===== src/rtl/regfile_pkg.sv =====
// Shared defaults and constants for the multi-port register file and its scoreboard.
package regfile_pkg;

   localparam int unsigned DEF_DATA_W = 32;
   localparam int unsigned DEF_ADDR_W = 5;
   localparam int unsigned DEF_NUM_RD = 2;
   localparam int unsigned DEF_DEPTH  = 1 << DEF_ADDR_W;
   localparam int unsigned ZERO_ADDR  = 0;

endpackage


===== src/rtl/regfile_scoreboard.sv =====
// Busy-bit scoreboard: one pending-write bit per register plus a registered popcount.
// A reservation beats a writeback to the same register in the same cycle.
module regfile_scoreboard
   import regfile_pkg::*;
#(
   parameter int ADDR_W   = DEF_ADDR_W,
   parameter int ZERO_REG = 1
) (
   input  logic                   clk,
   input  logic                   rst,
   input  logic                   wen,
   input  logic [ADDR_W-1:0]      w_addr,
   input  logic                   rsv_en,
   input  logic [ADDR_W-1:0]      rsv_addr,
   output logic [(2**ADDR_W)-1:0] busy,
   output logic [ADDR_W:0]        busy_cnt
);

   localparam int DEPTH = 2**ADDR_W;
   localparam logic [ADDR_W-1:0] W_ZERO = ADDR_W'(ZERO_ADDR);

   logic [DEPTH-1:0] r_busy;
   logic [ADDR_W:0]  r_cnt;
   logic [DEPTH-1:0] w_busy_nxt;
   logic [ADDR_W:0]  w_cnt_nxt;

   // Clear first, then set, so a new producer wins over its predecessor's writeback.
   always_comb begin
      w_busy_nxt = r_busy;
      if (wen)
         w_busy_nxt[w_addr] = 1'b0;
      if (rsv_en)
         w_busy_nxt[rsv_addr] = 1'b1;
      if (ZERO_REG != 0)
         w_busy_nxt[W_ZERO] = 1'b0;
      w_cnt_nxt = '0;
      for (int i = 0; i < DEPTH; i++)
         w_cnt_nxt = w_cnt_nxt + {{ADDR_W{1'b0}}, w_busy_nxt[i]};
   end

   always_ff @(posedge clk) begin
      if (!rst) begin
         r_busy <= '0;
         r_cnt  <= '0;
      end else begin
         r_busy <= w_busy_nxt;
         r_cnt  <= w_cnt_nxt;
      end
   end

   assign busy     = r_busy;
   assign busy_cnt = r_cnt;

endmodule


===== src/rtl/regfile_mp.sv =====
// Parametrised multi-port register file with hardwired zero register and busy scoreboard.
// Define REGFILE_MP_BYPASS_EN to forward same-cycle writeback data onto the read ports.
module regfile_mp
   import regfile_pkg::*;
#(
   parameter int DATA_W   = DEF_DATA_W,
   parameter int ADDR_W   = DEF_ADDR_W,
   parameter int NUM_RD   = DEF_NUM_RD,
   parameter int ZERO_REG = 1
) (
   input  logic                       clk,
   input  logic                       rst,
   input  logic [NUM_RD*ADDR_W-1:0]   rd_addr,
   output logic [NUM_RD*DATA_W-1:0]   rd_data,
   output logic [NUM_RD-1:0]          rd_busy,
   input  logic                       wen,
   input  logic [ADDR_W-1:0]          w_addr,
   input  logic [DATA_W-1:0]          w_data,
   input  logic                       rsv_en,
   input  logic [ADDR_W-1:0]          rsv_addr,
   output logic [ADDR_W:0]            busy_cnt
);

   localparam int DEPTH = 2**ADDR_W;
   localparam logic [ADDR_W-1:0] W_ZERO = ADDR_W'(ZERO_ADDR);

   logic [DATA_W-1:0] r_regs [DEPTH];
   logic [DEPTH-1:0]  w_busy;
   logic              w_wr_ok;

   assign w_wr_ok = wen && !((ZERO_REG != 0) && (w_addr == W_ZERO));

   always_ff @(posedge clk) begin
      if (!rst) begin
         for (int i = 0; i < DEPTH; i++)
            r_regs[i] <= '0;
      end else if (w_wr_ok) begin
         r_regs[w_addr] <= w_data;
      end
   end

   regfile_scoreboard #(
      .ADDR_W   (ADDR_W),
      .ZERO_REG (ZERO_REG)
   ) u_sb (
      .clk      (clk),
      .rst      (rst),
      .wen      (wen),
      .w_addr   (w_addr),
      .rsv_en   (rsv_en),
      .rsv_addr (rsv_addr),
      .busy     (w_busy),
      .busy_cnt (busy_cnt)
   );

   for (genvar k = 0; k < NUM_RD; k++) begin : g_rd
      logic [ADDR_W-1:0] w_ra;
      logic              w_zero;
      logic              w_fwd_data;
      logic              w_fwd_clr;

      assign w_ra   = rd_addr[k*ADDR_W +: ADDR_W];
      assign w_zero = (ZERO_REG != 0) && (w_ra == W_ZERO);

`ifdef REGFILE_MP_BYPASS_EN
      // A same-cycle reservation keeps the registered busy bit; the new one lands next edge.
      assign w_fwd_data = wen && (w_addr == w_ra);
      assign w_fwd_clr  = w_fwd_data && !(rsv_en && (rsv_addr == w_ra));
`else
      assign w_fwd_data = 1'b0;
      assign w_fwd_clr  = 1'b0;
`endif

      assign rd_data[k*DATA_W +: DATA_W] = w_zero     ? {DATA_W{1'b0}} :
                                           w_fwd_data ? w_data : r_regs[w_ra];
      assign rd_busy[k] = w_zero ? 1'b0 : (w_fwd_clr ? 1'b0 : w_busy[w_ra]);
   end

endmodule


===== config.mk =====
export PLATFORM = sky130hd
export DESIGN_NAME = regfile_mp
export DESIGN_NICKNAME = d
export VERILOG_FILES = /design/src/rtl/regfile_pkg.sv /design/src/rtl/regfile_scoreboard.sv /design/src/rtl/regfile_mp.sv
export SDC_FILE = /design/constraint.sdc
export NUM_CORES = 2
export LEC_CHECK = 0
export CORE_UTILIZATION = 53
export DETAILED_ROUTE_END_ITERATION = 8
export PLACE_DENSITY_LB_ADDON = 0.05
export SLEW_MARGIN = 15
export SYNTH_ARGS = -nofsm -noshare
export SYNTH_HDL_FRONTEND = slang
export SYNTH_SLANG_ARGS = --single-unit
export TNS_END_PERCENT = 10

===== constraint.sdc =====
create_clock -name clk -period 14.9 [get_ports clk]
set_input_delay 2.98 -clock clk [delete_from_list [all_inputs] [get_ports clk]]
set_output_delay 2.98 -clock clk [all_outputs]
set_load 0.05 [all_outputs]

==> results.sh <==
export IMPL_syn_to_final_growth_pct=10.94
export IMPL_arrival_ns=7.62
export IMPL_fin_tns_setup_ns=0
export IMPL_clock_latency_ns=0.71
export IMPL_io_buffers=127
export IMPL_die_area_um2=109400
export IMPL_fin_skew_ns=0.004416
export IMPL_start_util=0.5350
export IMPL_antenna_found_initial=15
export IMPL_io_pins=128
export IMPL_crit_required_ns=11.92
export IMPL_fillerInstances=8100
export IMPL_cts_tree="built"
export IMPL_crit_path_start="rd_addr[5]"
export IMPL_worstPathMaxFanout=44
export IMPL_hold_buffers=0
export IMPL_hp_class="flip-flop to flip-flop"
export IMPL_drtIter0Drc=5085
export IMPL_path_class="input port to primary output"
export IMPL_core_um2=107100
export IMPL_dp_cells=5142
export IMPL_multiInputGateArea_um2=24360
export IMPL_grt_max_degree=150
export IMPL_finalHoldViolCount=0
export IMPL_cts_inserted_buffers=115
export IMPL_ant_nets=0
export IMPL_cts_resized=0
export IMPL_syn_inst=3901
export IMPL_fp_dieW_um=330.7
export IMPL_layout_min_cycle_time_ns=10.60
export IMPL_cp_end_kind="primary output"
export IMPL_p_leak_uw=0.02171
export IMPL_worstMarginPinSlew_ns=1.353
export IMPL_syn_avg_cell_area_um2=14.68
export IMPL_netlist_cell_type_count=47
export IMPL_rows=120
export IMPL_async_flop_share=0
export IMPL_vias=37250
export IMPL_routed_wl_mm=197.3
export IMPL_cp_start_kind="input port"
export IMPL_grt_usage=0.3641
export IMPL_overflow=0
export IMPL_slew_limit_headroom=0.09241
export IMPL_final_cell_mix="edfxtp_1, and2_1, mux4_2, o21ai_0, mux2i_1"
export IMPL_drv_slew=0
export IMPL_ys_warn_count=0
export IMPL_maxCapViolCount=0
export IMPL_regArea_um2=31490
export IMPL_dr_pass1_iters=5
export IMPL_hpwl_mm=113.8
export IMPL_irDropWorstVdd_mv=0.09868
export IMPL_place_gp_congestion=0.9113
export IMPL_clockBufferDepth=3
export IMPL_endpoint="rd_data[62]"
export IMPL_wl_per_cell_um=36.84
export IMPL_drc=0
export IMPL_postCtsSetupBuffers=0
export IMPL_layout_commonest_cell="edfxtp_1"
export IMPL_root_buffer="clkbuf_16"
export IMPL_path_clk_slew_ns=0.06
export IMPL_r2r_end="u_sb.busy_cnt[4]$_SDFF_PN0_"
export IMPL_synth_edf_count=1024
export IMPL_final_setup_viol_count=0
export IMPL_synth_flop_cell="edfxtp_1"
export IMPL_grt_pass1_vias=37540
export IMPL_drive_gt1_frac=0.2250
export IMPL_routed_via_density=6.956
export IMPL_synth_area_um2=57270
export IMPL_cts_sinks=1061
export IMPL_yosysSeqAreaShare=0.5498
export IMPL_fin_cells=5355
export IMPL_htree_levels=3
export IMPL_die_h_um=330.7
export IMPL_final_nets=3944
export IMPL_outcome="completed"
export IMPL_ff2ff_setup_slack_ns=9.54
export IMPL_rsz0062_at_grt="false"
export IMPL_synth_seq_cells=1061
export IMPL_r2r_start="u_sb.busy[2]$_SDFF_PN0_"
export IMPL_power_per_cell_area_nw_per_um2=116.8
export IMPL_grt_pass1_wl_mm=276.1
export IMPL_finalCritPeriodShare=0.7113
export IMPL_reg2regPathDepth=20
export IMPL_fmax_ghz=0.09435
==> flip-flops by register name (all words and copies together), names as in the netlist <==
signal	cells
r_regs	1024
u_sb.busy	31
u_sb.busy_cnt	6
==> power breakdown <==
group	leakage (uW)	switching, uW	internal [uW]	total [uW]
Sequential	0.0100	81.7	3430	3510
Clock	0.00183	1210	1680	2890
Combinational	0.00983	638	380	1020
==> synthesized netlist by cell type (2+ instances only) <==
cell type | number | area (um2)
o21a_1 | 15 | 112.6
a21oi_1 | 3 | 15.01
mux4_2 | 460 | 10360
a211oi_1 | 64 | 480.5
buf_4 | 23 | 172.7
nor2_1 | 46 | 172.7
mux2i_1 | 132 | 1321
nand3b_1 | 10 | 75.07
dfxtp_1 | 37 | 740.7
edfxtp_1 | 1024 | 30750
nand4b_1 | 2 | 17.52
nor3_1 | 2 | 10.01
ha_1 | 9 | 112.6
and2_1 | 1011 | 6325
or3b_2 | 7 | 61.31
o21ai_0 | 191 | 955.9
nand2b_1 | 4 | 25.02
nor2b_1 | 70 | 437.9
fa_1 | 23 | 460.4
o41ai_1 | 3 | 26.28
nand3_1 | 4 | 20.02
buf_1 | 6 | 22.52
a22oi_1 | 66 | 495.5
or4_1 | 2 | 15.01
nor2_8 | 4 | 80.08
a221o_1 | 2 | 20.02
a221oi_1 | 50 | 437.9
nand2_1 | 35 | 131.4
mux2_2 | 68 | 765.7
or2_1 | 3 | 18.77
nor2_2 | 5 | 31.28
buf_2 | 87 | 435.4
a311oi_1 | 66 | 578.1
buf_6 | 13 | 146.4
inv_1 | 32 | 120.1
clkbuf_1 | 296 | 1111
o2111ai_1 | 16 | 140.1
==> layout make-up <==
class,instances,area share
sequential,1061,0.4956
multi-input combinational,2414,0.3833
clock buffer,137,0.04726
timing repair buffer,232,0.03253
tap,1403,0.02763
clock inverter,75,0.01170
inverter,32,0.001930
antenna,1,0.00003938
==> logic make-up after synthesis <==
| kind of cell | after synthesis | synth area share |
|---|---|---|
| AND/OR/NAND/NOR | 1210 | 0.1303 |
| adder cells (fa/ha/maj) | 32 | 0.01001 |
| other | 1 | 0.00006548 |
| AO/OA/AOI/OAI | 479 | 0.05730 |
| multiplexers | 660 | 0.2173 |
| buffers and inverters | 457 | 0.03506 |
| XOR/XNOR | 1 | 0.0001529 |
| flip-flops | 1061 | 0.5498 |
==> worst max-delay path, cell delays in order <==
cell             delay (ns)
buf_6                  0.58
clkinv_2               0.85
nor2_1                 1.11
a22oi_1                0.16
a311oi_1               0.93
clkdlybuf4s50_1        0.98
==> per-stage QoR <==
stage                     area [um2]  power (uW)  utilization  setup slack (ns)  hold WS [ns]
after global placement         59810        4549       0.5587             4.480        0.6101
after CTS                      63550        7421       0.5936             4.463        0.6393
after detailed placement       59800        4574       0.5586             4.461        0.6299
after floorplan                57390        4178            -             6.494        0.5798
after global routing           63540        7588       0.5935             4.267        0.6663
final                          63540        7423       0.5936             4.301        0.6378
==> worst min-delay path by stage <==
stage                             start                        to  slack [ns]  depth (start not counted)
6_report        u_sb.busy[9]$_SDFF_PN0_   u_sb.busy[9]$_SDFF_PN0_        0.64                          3
3_5_place_dp    u_sb.busy[9]$_SDFF_PN0_   u_sb.busy[9]$_SDFF_PN0_        0.63                          3
3_3_place_gp   u_sb.busy[27]$_SDFF_PN0_  u_sb.busy[27]$_SDFF_PN0_        0.61                          3
4_1_cts         u_sb.busy[9]$_SDFF_PN0_   u_sb.busy[9]$_SDFF_PN0_        0.64                          3
5_1_grt         u_sb.busy[9]$_SDFF_PN0_   u_sb.busy[9]$_SDFF_PN0_        0.67                          3
2_1_floorplan  u_sb.busy[15]$_SDFF_PN0_  u_sb.busy[15]$_SDFF_PN0_        0.58                          3
==> per-layer routing <==
layer	global-route usage	part of all wire	up-vias
li1	-	-	14850
met1	0.4690	0.36	19390
met2	0.5692	0.47	2423
met3	0.07690	0.10	577
met4	0.2219	0.071	10
met5	0	0.00032	-
(Power assumes the default switching activity.)
